==> src/rtl/plotter_pkg.sv <==
// Shared plotter definitions: token layout, opcode values and Q8.8 constants.
// Imported by both the expression parser and the RPN evaluator.
package plotter_pkg;

   localparam int unsigned Q_INT_W      = 8;
   localparam int unsigned Q_FRAC_W     = 8;
   localparam int unsigned Q_NW         = Q_INT_W + Q_FRAC_W;

   // Token: bit Q_NW set means operator with opcode in the low OP_W bits.
   localparam int unsigned TOK_TYPE_BIT = Q_NW;
   localparam int unsigned OP_W         = 3;

   localparam logic [OP_W-1:0] OP_PLUS = 3'd0;
   localparam logic [OP_W-1:0] OP_SUB  = 3'd1;
   localparam logic [OP_W-1:0] OP_MUL  = 3'd2;
   localparam logic [OP_W-1:0] OP_DIV  = 3'd3;
   localparam logic [OP_W-1:0] OP_POW  = 3'd4;
   localparam logic [OP_W-1:0] OP_VAR  = 3'd6;

   localparam logic [Q_NW-1:0] ONE = 16'h0100;

endpackage

==> src/rtl/rpn_evaluator_if.sv <==
// Evaluator bus: start/ready/result handshake with the sweep controller plus the
// token-queue read port. The evaluator uses the slave modport.
interface rpn_evaluator_if #(
   parameter int unsigned NW  = 16,
   parameter int unsigned QIW = 8
);
   logic           start;
   logic           ready;
   logic [NW-1:0]  x;
   logic [QIW-1:0] queue_length;
   logic           queue_read_en;
   logic [QIW-1:0] queue_index;
   logic [NW:0]    queue_data;
   logic           queue_data_valid;
   logic [NW-1:0]  result;
   logic           error;

   modport master (
      output start, x, queue_length, queue_data, queue_data_valid,
      input  ready, queue_read_en, queue_index, result, error
   );

   modport slave (
      input  start, x, queue_length, queue_data, queue_data_valid,
      output ready, queue_read_en, queue_index, result, error
   );
endinterface

==> src/rtl/fixed_divider.sv <==
// Signed Q-format restoring divider: quotient = (a <<< FRAC) / b, truncated toward zero.
// One quotient bit per cycle over NW+FRAC cycles; start/done handshake.
module fixed_divider #(
   parameter int unsigned NW   = 16,
   parameter int unsigned FRAC = 8
) (
   input  logic                    clk,
   input  logic                    rst,
   input  logic                    start,
   input  logic [NW-1:0]           a,
   input  logic [NW-1:0]           b,
   output logic                    done,
   output logic                    div_by_zero,
   output logic signed [NW+FRAC:0] quotient
);
   localparam int unsigned DW = NW + FRAC;
   localparam int unsigned CW = $clog2(DW + 1);

   logic [NW-1:0] rem_q, rem_d, dvs_q, dvs_d, mag_a, mag_b;
   logic [DW-1:0] quo_q, quo_d;
   logic [CW-1:0] cnt_q, cnt_d;
   logic          neg_q, neg_d, busy_q, busy_d, done_q, done_d, dbz_q, dbz_d;
   logic [NW:0]   trial, diff;

   assign mag_a = a[NW-1] ? -a : a;
   assign mag_b = b[NW-1] ? -b : b;
   assign trial = {rem_q, quo_q[DW-1]};
   // diff[NW] is the borrow: set when the trial remainder is below the divisor.
   assign diff  = trial - {1'b0, dvs_q};

   always_comb begin
      rem_d  = rem_q;
      dvs_d  = dvs_q;
      quo_d  = quo_q;
      cnt_d  = cnt_q;
      neg_d  = neg_q;
      busy_d = busy_q;
      dbz_d  = dbz_q;
      done_d = 1'b0;
      if (start) begin
         if (b == '0) begin
            dbz_d  = 1'b1;
            done_d = 1'b1;
            busy_d = 1'b0;
         end else begin
            dbz_d  = 1'b0;
            busy_d = 1'b1;
            cnt_d  = CW'(DW);
            rem_d  = '0;
            quo_d  = {mag_a, {FRAC{1'b0}}};
            dvs_d  = mag_b;
            neg_d  = a[NW-1] ^ b[NW-1];
         end
      end else if (busy_q) begin
         if (!diff[NW]) begin
            rem_d = diff[NW-1:0];
            quo_d = {quo_q[DW-2:0], 1'b1};
         end else begin
            rem_d = trial[NW-1:0];
            quo_d = {quo_q[DW-2:0], 1'b0};
         end
         cnt_d = cnt_q - CW'(1);
         if (cnt_q == CW'(1)) begin
            busy_d = 1'b0;
            done_d = 1'b1;
         end
      end
   end

   always_ff @(posedge clk) begin
      if (rst) begin
         rem_q  <= '0;
         dvs_q  <= '0;
         quo_q  <= '0;
         cnt_q  <= '0;
         neg_q  <= 1'b0;
         busy_q <= 1'b0;
         done_q <= 1'b0;
         dbz_q  <= 1'b0;
      end else begin
         rem_q  <= rem_d;
         dvs_q  <= dvs_d;
         quo_q  <= quo_d;
         cnt_q  <= cnt_d;
         neg_q  <= neg_d;
         busy_q <= busy_d;
         done_q <= done_d;
         dbz_q  <= dbz_d;
      end
   end

   assign done        = done_q;
   assign div_by_zero = dbz_q;
   assign quotient    = neg_q ? $signed(-{1'b0, quo_q}) : $signed({1'b0, quo_q});

endmodule

==> src/rtl/rpn_evaluator.sv <==
// Postfix token evaluator producing one signed Q8.8 result per start.
// Define RPN_EVALUATOR_SATURATE_EN to saturate add/sub/mul/div instead of wrapping.
module rpn_evaluator
   import plotter_pkg::*;
#(
   parameter int unsigned INTEGER_PART_WIDTH    = 8,
   parameter int unsigned FRACTIONAL_PART_WIDTH = 8,
   parameter int unsigned OUTPUT_QUEUE_SIZE     = 64,
   parameter int unsigned VALUE_STACK_SIZE      = 16
) (
   input logic            clk,
   input logic            rst,
   rpn_evaluator_if.slave bus_io
);
   localparam int unsigned NW   = INTEGER_PART_WIDTH + FRACTIONAL_PART_WIDTH;
   localparam int unsigned FRAC = FRACTIONAL_PART_WIDTH;
   localparam int unsigned QIW  = $clog2(OUTPUT_QUEUE_SIZE) + 2;
   localparam int unsigned SAW  = $clog2(VALUE_STACK_SIZE);
   localparam int unsigned SPW  = SAW + 1;
   localparam int unsigned DW   = NW + FRAC;
   localparam int unsigned EW   = INTEGER_PART_WIDTH;

   typedef enum logic [3:0] {
      StIdle, StFetch, StWait, StDecode, StDivRun, StPowRun, StNext, StCheck, StDone, StFail
   } state_e;

   function automatic logic [2*NW-1:0] sext(input logic [NW-1:0] v);
      return {{NW{v[NW-1]}}, v};
   endfunction

   function automatic logic [NW-1:0] fit(input logic signed [2*NW-1:0] v);
`ifdef RPN_EVALUATOR_SATURATE_EN
      if (v > $signed({{(NW+1){1'b0}}, {(NW-1){1'b1}}})) return {1'b0, {(NW-1){1'b1}}};
      if (v < $signed({{(NW+1){1'b1}}, {(NW-1){1'b0}}})) return {1'b1, {(NW-1){1'b0}}};
      return v[NW-1:0];
`else
      return v[NW-1:0];
`endif
   endfunction

   state_e          state_q, state_d;
   logic [NW-1:0]   x_q, x_d, result_q, result_d, acc_q, acc_d, base_q, base_d;
   logic [NW:0]     token_q, token_d;
   logic [SPW-1:0]  sp_q, sp_d;
   logic [QIW-1:0]  idx_q, idx_d;
   logic [EW-1:0]   cnt_q, cnt_d;
   logic            rd_en_q, rd_en_d, ready_q, ready_d, error_q, error_d;
   logic [NW-1:0]   stack_q [VALUE_STACK_SIZE];
   logic            stk_we;
   logic [SAW-1:0]  stk_waddr;
   logic [NW-1:0]   stk_wdata;
   logic            is_op;
   logic [OP_W-1:0] opcode;
   logic [NW-1:0]   op_a, op_b, add_res, sub_res, mul_res, div_res, pow_next;
   logic            div_start, div_done, div_dbz;
   logic signed [DW:0] div_quot;

   assign is_op    = token_q[NW];
   assign opcode   = token_q[OP_W-1:0];
   assign op_a     = stack_q[SAW'(sp_q - SPW'(2))];
   assign op_b     = stack_q[SAW'(sp_q - SPW'(1))];
   assign add_res  = fit(sext(op_a) + sext(op_b));
   assign sub_res  = fit(sext(op_a) - sext(op_b));
   assign mul_res  = fit($signed(sext(op_a) * sext(op_b)) >>> FRAC);
   assign div_res  = fit({{(2*NW-DW-1){div_quot[DW]}}, div_quot});
   assign pow_next = NW'($signed(sext(acc_q) * sext(base_q)) >>> FRAC);

   fixed_divider #(.NW(NW), .FRAC(FRAC)) u_div (
      .clk         (clk),
      .rst         (rst),
      .start       (div_start),
      .a           (op_a),
      .b           (op_b),
      .done        (div_done),
      .div_by_zero (div_dbz),
      .quotient    (div_quot)
   );

   always_comb begin
      state_d   = state_q;
      x_d       = x_q;
      token_d   = token_q;
      sp_d      = sp_q;
      idx_d     = idx_q;
      cnt_d     = cnt_q;
      acc_d     = acc_q;
      base_d    = base_q;
      rd_en_d   = 1'b0;
      ready_d   = ready_q;
      error_d   = error_q;
      result_d  = result_q;
      stk_we    = 1'b0;
      stk_waddr = SAW'(sp_q - SPW'(2));
      stk_wdata = '0;
      div_start = 1'b0;
      unique case (state_q)
         StIdle: begin
            if (bus_io.start) begin
               x_d     = bus_io.x;
               ready_d = 1'b0;
               error_d = 1'b0;
               idx_d   = '0;
               sp_d    = '0;
               if (bus_io.queue_length == '0) begin
                  state_d = StFail;
               end else begin
                  state_d = StFetch;
                  rd_en_d = 1'b1;
               end
            end
         end
         StFetch: state_d = StWait;
         StWait: begin
            if (bus_io.queue_data_valid) begin
               token_d = bus_io.queue_data;
               state_d = StDecode;
            end
         end
         StDecode: begin
            state_d = StNext;
            if (!is_op || opcode == OP_VAR) begin
               if (sp_q == SPW'(VALUE_STACK_SIZE)) begin
                  state_d = StFail;
               end else begin
                  stk_we    = 1'b1;
                  stk_waddr = SAW'(sp_q);
                  stk_wdata = is_op ? x_q : token_q[NW-1:0];
                  sp_d      = sp_q + SPW'(1);
               end
            end else if (opcode > OP_POW || sp_q < SPW'(2)) begin
               state_d = StFail;
            end else begin
               // Binary ops overwrite operand a in place; b's slot is released.
               case (opcode)
                  OP_PLUS: begin stk_we = 1'b1; stk_wdata = add_res; sp_d = sp_q - SPW'(1); end
                  OP_SUB:  begin stk_we = 1'b1; stk_wdata = sub_res; sp_d = sp_q - SPW'(1); end
                  OP_MUL:  begin stk_we = 1'b1; stk_wdata = mul_res; sp_d = sp_q - SPW'(1); end
                  OP_DIV:  begin div_start = 1'b1; state_d = StDivRun; end
                  default: begin
                     if (op_b[NW-1]) begin
                        state_d = StFail;
                     end else if (op_b[NW-1:FRAC] == '0) begin
                        stk_we    = 1'b1;
                        stk_wdata = NW'(ONE);
                        sp_d      = sp_q - SPW'(1);
                     end else begin
                        base_d  = op_a;
                        acc_d   = op_a;
                        cnt_d   = op_b[NW-1:FRAC] - EW'(1);
                        state_d = StPowRun;
                     end
                  end
               endcase
            end
         end
         StDivRun: begin
            if (div_done) begin
               if (div_dbz) begin
                  state_d = StFail;
               end else begin
                  stk_we    = 1'b1;
                  stk_wdata = div_res;
                  sp_d      = sp_q - SPW'(1);
                  state_d   = StNext;
               end
            end
         end
         StPowRun: begin
            if (cnt_q == '0) begin
               stk_we    = 1'b1;
               stk_wdata = acc_q;
               sp_d      = sp_q - SPW'(1);
               state_d   = StNext;
            end else begin
               acc_d = pow_next;
               cnt_d = cnt_q - EW'(1);
            end
         end
         StNext: begin
            idx_d = idx_q + QIW'(1);
            if (idx_d == bus_io.queue_length) begin
               state_d = StCheck;
            end else begin
               state_d = StFetch;
               rd_en_d = 1'b1;
            end
         end
         StCheck: begin
            if (sp_q == SPW'(1)) begin
               result_d = stack_q[0];
               state_d  = StDone;
            end else begin
               state_d = StFail;
            end
         end
         StDone: begin
            ready_d = 1'b1;
            state_d = StIdle;
         end
         StFail: begin
            error_d  = 1'b1;
            result_d = '0;
            ready_d  = 1'b1;
            state_d  = StIdle;
         end
         default: state_d = StIdle;
      endcase
   end

   always_ff @(posedge clk) begin
      if (rst) begin
         state_q  <= StIdle;
         x_q      <= '0;
         token_q  <= '0;
         sp_q     <= '0;
         idx_q    <= '0;
         cnt_q    <= '0;
         acc_q    <= '0;
         base_q   <= '0;
         rd_en_q  <= 1'b0;
         ready_q  <= 1'b0;
         error_q  <= 1'b0;
         result_q <= '0;
      end else begin
         state_q  <= state_d;
         x_q      <= x_d;
         token_q  <= token_d;
         sp_q     <= sp_d;
         idx_q    <= idx_d;
         cnt_q    <= cnt_d;
         acc_q    <= acc_d;
         base_q   <= base_d;
         rd_en_q  <= rd_en_d;
         ready_q  <= ready_d;
         error_q  <= error_d;
         result_q <= result_d;
      end
   end

   always_ff @(posedge clk) begin
      if (!rst && stk_we) stack_q[stk_waddr] <= stk_wdata;
   end

   assign bus_io.ready         = ready_q;
   assign bus_io.error         = error_q;
   assign bus_io.result        = result_q;
   assign bus_io.queue_read_en = rd_en_q;
   assign bus_io.queue_index   = idx_q;

endmodule

==> src/flat_wrapper.sv <==
// flat-port wrapper written by rule: the top's interface ports become plain ports
module rpn_evaluator_flat import plotter_pkg::*;
#(
   parameter int unsigned INTEGER_PART_WIDTH    = 8,
   parameter int unsigned FRACTIONAL_PART_WIDTH = 8,
   parameter int unsigned OUTPUT_QUEUE_SIZE     = 64,
   parameter int unsigned VALUE_STACK_SIZE      = 16
)
  (clk, rst, bus_io_start, bus_io_x, bus_io_queue_length, bus_io_queue_data, bus_io_queue_data_valid, bus_io_ready, bus_io_queue_read_en, bus_io_queue_index, bus_io_result, bus_io_error);
  rpn_evaluator_if #(.NW(16), .QIW(8)) bus_io_i ();
  input logic clk;
  input logic rst;
  input wire logic [$bits(bus_io_i.start)-1:0] bus_io_start;
  input wire logic [$bits(bus_io_i.x)-1:0] bus_io_x;
  input wire logic [$bits(bus_io_i.queue_length)-1:0] bus_io_queue_length;
  input wire logic [$bits(bus_io_i.queue_data)-1:0] bus_io_queue_data;
  input wire logic [$bits(bus_io_i.queue_data_valid)-1:0] bus_io_queue_data_valid;
  output wire logic [$bits(bus_io_i.ready)-1:0] bus_io_ready;
  output wire logic [$bits(bus_io_i.queue_read_en)-1:0] bus_io_queue_read_en;
  output wire logic [$bits(bus_io_i.queue_index)-1:0] bus_io_queue_index;
  output wire logic [$bits(bus_io_i.result)-1:0] bus_io_result;
  output wire logic [$bits(bus_io_i.error)-1:0] bus_io_error;
  assign bus_io_i.start = bus_io_start;
  assign bus_io_i.x = bus_io_x;
  assign bus_io_i.queue_length = bus_io_queue_length;
  assign bus_io_i.queue_data = bus_io_queue_data;
  assign bus_io_i.queue_data_valid = bus_io_queue_data_valid;
  assign bus_io_ready = bus_io_i.ready;
  assign bus_io_queue_read_en = bus_io_i.queue_read_en;
  assign bus_io_queue_index = bus_io_i.queue_index;
  assign bus_io_result = bus_io_i.result;
  assign bus_io_error = bus_io_i.error;
  rpn_evaluator #(.INTEGER_PART_WIDTH(INTEGER_PART_WIDTH), .FRACTIONAL_PART_WIDTH(FRACTIONAL_PART_WIDTH), .OUTPUT_QUEUE_SIZE(OUTPUT_QUEUE_SIZE), .VALUE_STACK_SIZE(VALUE_STACK_SIZE)) u_core (.clk(clk), .rst(rst), .bus_io(bus_io_i));
endmodule
==> config.mk <==
export PLATFORM = sky130hd
export DESIGN_NAME = rpn_evaluator_flat
export DESIGN_NICKNAME = d
export VERILOG_FILES = /design/src/rtl/plotter_pkg.sv /design/src/rtl/rpn_evaluator_if.sv /design/src/rtl/fixed_divider.sv /design/src/rtl/rpn_evaluator.sv /design/src/flat_wrapper.sv
export SDC_FILE = /design/constraint.sdc
export NUM_CORES = 2
export LEC_CHECK = 0
export BUFFER_PORTS_ARGS = -buffer_cell sky130_fd_sc_hd__buf_2
export CAP_MARGIN = 10
export CORE_UTILIZATION = 28
export CTS_CLUSTER_DIAMETER = 100
export CTS_CLUSTER_SIZE = 28
export DETAILED_ROUTE_END_ITERATION = 10
export GPL_ROUTABILITY_DRIVEN = 0
export SLEW_MARGIN = 30
export SYNTH_ARGS = -nofsm -noshare
export SYNTH_HDL_FRONTEND = slang
export SYNTH_SLANG_ARGS = --single-unit
==> constraint.sdc <==
create_clock -name clk -period 8.66 [get_ports clk]
set_input_delay 1.299 -clock clk [delete_from_list [all_inputs] [get_ports clk]]
set_output_delay 1.299 -clock clk [all_outputs]
set_load 0.01 [all_outputs]
Yosys cells after proc, flatten, opt, wreduce, memory -nomap -nowiden
Memories as Yosys holds them, arrays and structs flattened.
Cells that the tools add are included.
- bits in latches: 0
- memories kept: 1
- memory bits (read-only): 0
- bits in writable memories: 256
- input port bits: 45
- word-level logic and storage cells: 216
- output and inout port bits: 27
- bits in registers: 174
- mux-type cells: 103
- divide/modulo/power cells: 0
- reductions and logical operators: 33
- bitwise logic cells: 7
- order comparisons: 2
- multipliers: 2
- eq/ne operators: 35
- $add $sub $neg: 13
- shift operators: 0
- memories (name ; depth ; bits a word ; read ports ; clocked after memory_dff ; wr ports ; RTL line ; RTL):
    u_core.stack_q ; 16 ; 16 ; 3 ; 0 ; 1 ; rpn_evaluator.sv:48 ; logic [NW-1:0] stack_q [VALUE_STACK_SIZE];
- operators by type and width (operator ; number):
    $mux W16 ; 21
    $mux W24 ; 3
    $pmux W16 S2 ; 2
    $pmux W16 S4 ; 1
    $mux W5 ; 12
    $mux W8 ; 7
    $mux W4 ; 13
    $mul A16 B16 Y24 ; 2
    $neg A16 Y16 ; 3
    $pmux W16 S3 ; 1
    $pmux W4 S8 ; 1
    $pmux W8 S2 ; 2
    $mux W1 ; 28
    $logic_not A8 Y1 ; 3
    $ne A2 B2 Y1 const B ; 11
    $pmux W5 S4 ; 1
    $mux W9 ; 2
    $sub A17 B16 Y17 ; 1
    $add A16 B16 Y16 ; 1
    $eq A4 B3 Y1 const B ; 4
    $logic_not A16 Y1 ; 1
    $reduce_and A2 Y1 ; 8
    $sub A16 B16 Y16 ; 1
    $sub A8 B1 Y8 const B ; 2
    42 further kinds ; 64

Logic depth before layout (Yosys ltp)
An unclocked memory read counts as a cell.
- word-level depth: 12
- mapped depth: 38
- mapped depth without buffers: 30

Hierarchy
A second synthesis with hierarchy kept.
- cell total of the unflattened synthesis: 3696
- area total of the unflattened synthesis: 37956.4 um^2
- modules (own cells, without submodules) (module ; sequential area each (um^2) ; cells each ; instances ; area each (um^2)):
    rpn_evaluator ; 9869.5 ; 3093 ; 1 ; 33303.2
    fixed_divider ; 1301.2 ; 603 ; 1 ; 4653.2

Worst setup path after synthesis
No wires, ideal clock.
- path kind: register to register
- start point: register u_core.sp_q[0]
- end point: memory u_core.stack_q[0][15], data pin
- cell stages (with the launch flop): 39
- data arrival time: 9144 ps
- required time: 8358 ps
- buffers on the path: 11
- library setup time: 302 ps
- slack: -786 ps
- period minus slack after synthesis: 9446 ps
- path through: dfxtp_1 -> buf_6 -> buf_6 -> buf_2 -> buf_6 -> buf_6 -> inv_1 -> ha_1 -> buf_6 -> buf_2 -> buf_2 -> buf_2 -> mux4_2 -> mux2i_1 -> mux2_2 -> clkbuf_1 -> buf_1 -> nor2_1 -> [... 3 more ...] -> fa_1 -> inv_1 -> fa_1 -> fa_1 -> inv_1 -> fa_1 -> inv_1 -> ha_1 -> a21o_1 -> a21o_1 -> a21o_1 -> a21o_1 -> a21o_1 -> a21oi_1 -> a2bb2oi_1 -> o311a_1 -> xnor2_1 -> o221ai_1
- cells in the longest elaborated chain, start to end: 7
- elaborated cells between the ends (all ways): 14
- classes of those cells: add/sub (4); mul (1); order compare (1); eq/ne (1); mux (5); reduce/logical (1); memory (1)
- RTL lines (element ; RTL line ; RTL):
    start: declaration ; rpn_evaluator.sv:44 ; logic [SPW-1:0] sp_q, sp_d;
    start signal: assignment ; rpn_evaluator.sv:228 ; sp_q <= sp_d;
    $sub A5 B1 Y5 / $sub A4 B2 Y4 (equally long branches) ; rpn_evaluator.sv:61, rpn_evaluator.sv:60 ;
    $mem_v2 Z16 W16 ; n/a ;
    $mul A16 B16 Y24 (tied with other cells) ; rpn_evaluator.sv:64 ; assign mul_res = fit($signed(sext(op_a) * sext(op_b)) >>> FRAC);
    $pmux W16 S4 ; rpn_evaluator.sv:134 ; case (opcode)
    $mux W16 ; rpn_evaluator.sv:130 ; end else if (opcode > OP_POW || sp_q < SPW'(2)) begin
    $mux W16 (*) ; rpn_evaluator.sv:121 ; if (!is_op || opcode == OP_VAR) begin
    $pmux W16 S3 (*) ; rpn_evaluator.sv:96 ; unique case (state_q)
    named net u_core.stk_wdata[15] ; rpn_evaluator.sv:51 ; logic [NW-1:0] stk_wdata;
    end: declaration ; rpn_evaluator.sv:48 ;
Mark *: on every way through the listed nets, which the timed path passes. The rest lies on a longest branch.

Final worst setup path
- start point: register u_core.sp_q[1]
- end point: memory u_core.stack_q[4][12], data pin
Same word-level chain as after synthesis.

==> impl_metrics.ini <==
[timing]
slew_viol_final = 0
fin_crit_sh_pct = 96.35
maxSlewHeadroom_pct = 22.06
finalSetupViolCount = 0
period_minus_slack_ps = 8344
hold_violations = 0
fmax_ghz = 0.1199
worst_slew_pin_slew_ps = 1169
hold_slack_ps = 460.8
rsz0062_at_grt = no
skew_ps = 53.90
setup-tns-final_ps = 0

[logic_synthesis]
synth-edff-count = 256
ys_ff_latch = 430
synth.avg_cell_area_um2 = 10.14
synth.area.top_cells = edfxtp_1 (21%), fa_1 (20%), dfxtp_1 (9.3%)
synthFlopType = edfxtp_1
ys_seq_area_share_pct = 29.86
synthCells = 3691
synth_top_area_share_pct = 20.55
ys_top_cells_by_count = inv_1 (522), nand2_1 (449), fa_1 (374)
yosysTopAreaCell = edfxtp_1
synth.most_common_cell = inv_1
syn_area_um2 = 37410
yosysWarnings = 0
synth_fa_ha_area_share_pct = 26.23
synth_mux_area_share_pct = 11.56
synth_fp_nets = 4296
async_reset_ff_share_pct = 0
synth_top_family_by_area = adder cells
synth_compound_area_share_pct = 7.635
ys_types = 87
yosys.area_share.simple_pct = 13.00
synth_xor_area_share_pct = 3.973

[grt]
grt_pass1_vias = 27881
grt_max_degree = 82
grt_overflow = 0
antenna_found_initial = 0
grt_pass1_wl_um = 170100
grt_usage_pct = 16.22

[power_and_ir_drop]
power_density_nw_per_um2 = 115.2
vdd_drop_max_v = 0.0002253
leakage_uw = 0.01623

[setup_path]
cp-start-kind = register
crit_path_max_fanout = 16
cp-end-kind = register
crit_type = reg -> reg
cp.arrival_ps = 8760
critPathRequiredTime_ps = 9080

[job]
maxCapViolations = 0

[worst_hold_path]
hp-class = reg -> reg

[cts]
numCtsBuffers = 20
htreeDepth = 1
root_buffer = clkbuf_16
cts_tree = built
clkSlewWorstSetupHoldPaths_ps = 120
clkLatencyLatePin_ps = 610
clock-sinks = 430
cts_buffer_depth = 3

[layout]
drive_above_1_share_pct = 12.23
syn_to_final_growth_pct = 9.806
final_nets = 4324
fill_cells = 13495

[die]
dieWidth_um = 367.5
die-area_um2 = 135100
ioPinCount = 72
initial_utilization_pct = 28.35
fp.dieH_um = 367.5
coreArea_um2 = 132000
rows = 133

[detailed_routing]
postRouteWirelength_um = 110600
antenna_left = 0
vias = 27721
drt_first_pass_iters = 6
vias_per_cell = 5.053
drtIter0Drc = 2607
wl_per_cell_um = 20.17
drc = 0

[place]
dpl.hpwl_um = 82580
numPortBuffers = 71

[status]
status = completed
## stage by stage
step                instances  setup WS, ps  total power, uW  instance area, um^2  util [%]
detailed placement       5444         87.40             3578                40310     30.55
CTS                      5481         83.26             4715                40970     31.05
global route             5485         7.297             4916                41080     31.13
floorplan                3691         9.351             3159                37510         -
global placement         5442         135.7             3569                40270     30.52
finish                   5486         316.3             4731                41080     31.13
## flip-flops by register name, summed over array words and instances (netlist names), 8 cells and up
signal                     flops
u_core.stack_q               256
u_core.u_div.quo_q            24
u_core.token_q                17
u_core.acc_q                  16
u_core.base_q                 16
u_core.bus_io.result          16
u_core.u_div.dvs_q            16
u_core.u_div.rem_q            16
u_core.x_q                    16
u_core.bus_io.queue_index      8
u_core.cnt_q                   8
## worst max-delay path: stages (launching register included)
cell      delay (ps)
dfxtp_2          360
inv_1            140
ha_1             310
buf_4            180
xnor2_2          400
mux2i_4          600
clkinv_1         500
nor2_1           250
fa_1             430
inv_1             80
fa_1             440
fa_1             530
inv_1             60
fa_1             510
fa_1             510
inv_1             50
fa_1             510
inv_1             60
ha_1             330
o21ai_0          160
nand2b_1         110
and3_1           220
o21ai_0          170
o21ai_1          190
a31oi_1          240
mux2_1           350
o221ai_2         180
buf_4            260
## placed cells by master, fill, tap and decap left out, types with 9 or more instances in the layout
cell         n
inv_1      522
nand2_1    449
fa_1       374
nor2_1     325
edfxtp_1   256
ha_1       184
dfxtp_1    172
a21oi_1    160
mux4_2     134
xnor2_1    123
buf_4      120
and2_1     110
mux2i_1     92
buf_2       70
o21ai_0     60
nand3_1     44
xor2_1      41
nor3_1      39
a211oi_1    35
mux2_2      25
nand2b_1    22
clkbuf_16   20
a21o_1      19
o21ai_1     17
nor4_1      15
o31ai_1     15
o21a_1      15
nor2b_1     13
nor2_2      13
and3_1      13
or3_1       13
a22oi_1     13
o211ai_1    12
a222oi_1    12
a31oi_1      9
## kinds of logic (layout without fill, tap and decap cells)
kind of cell / count (synthesis) / after routing
adder cells (fa/ha/maj): 560 / 560
XOR/XNOR: 168 / 168
flip-flops: 430 / 430
multiplexers: 260 / 260
other: 0 / 1
AO/OA/AOI/OAI: 445 / 445
buffers and inverters: 730 / 769
AND/OR/NAND/NOR: 1098 / 1098
## report_power, final
part	internal (uW)	switching, uW	leakage [uW]
clock network	456	695	0.000295
registers	2160	25.0	0.00409
logic	519	876	0.0118
total	3140	1600	0.0162
## layer usage
metal / wire, um / vias up / GRT usage, % / share of wire, %
met1: 46600 / 14045 / 22.51 / 42
met4: 3476 / 0 / 4.223 / 3.1
met5: 0 / - / 0 / 0
met3: 8822 / 194 / 1.782 / 8.0
li1: - / 12291 / - / -
met2: 51740 / 1191 / 26.76 / 47
## what timing repair did
action                                  4_1_cts  5_1_grt
endpoints found under the setup margin       16       49
hold buffers                                  0        0
buffers inserted                              4        4
pin swaps                                     1        2
cloned                                        0        0
resized for setup                             0        8
## cell type report
type	count	area, um^2	share of cell area, %
multi-input combinational	2531	23630	57.53
sequential	430	11180	27.21
tap	1755	2196	5.345
inverter	535	2009	4.892
timing repair buffer	201	1445	3.518
clock buffer	28	530.5	1.291
clock inverter	5	86.33	0.2102
antenna	1	2.502	0.006092
## worst paths after layout
path	cells after the start	from	slack, ps	to
setup reg to reg	27	u_core.sp_q[1]$_SDFFE_PP0P_	320	u_core.stack_q[4][12]$_DFFE_PP_
setup / recovery	27	u_core.sp_q[1]$_SDFFE_PP0P_	320	u_core.stack_q[4][12]$_DFFE_PP_
hold / removal	2	u_core.token_q[6]$_SDFFE_PP0P_	460	u_core.token_q[6]$_SDFFE_PP0P_
hold reg to reg	2	u_core.token_q[6]$_SDFFE_PP0P_	460	u_core.token_q[6]$_SDFFE_PP0P_
No activity file was read; power rests on OpenSTA's default activity.
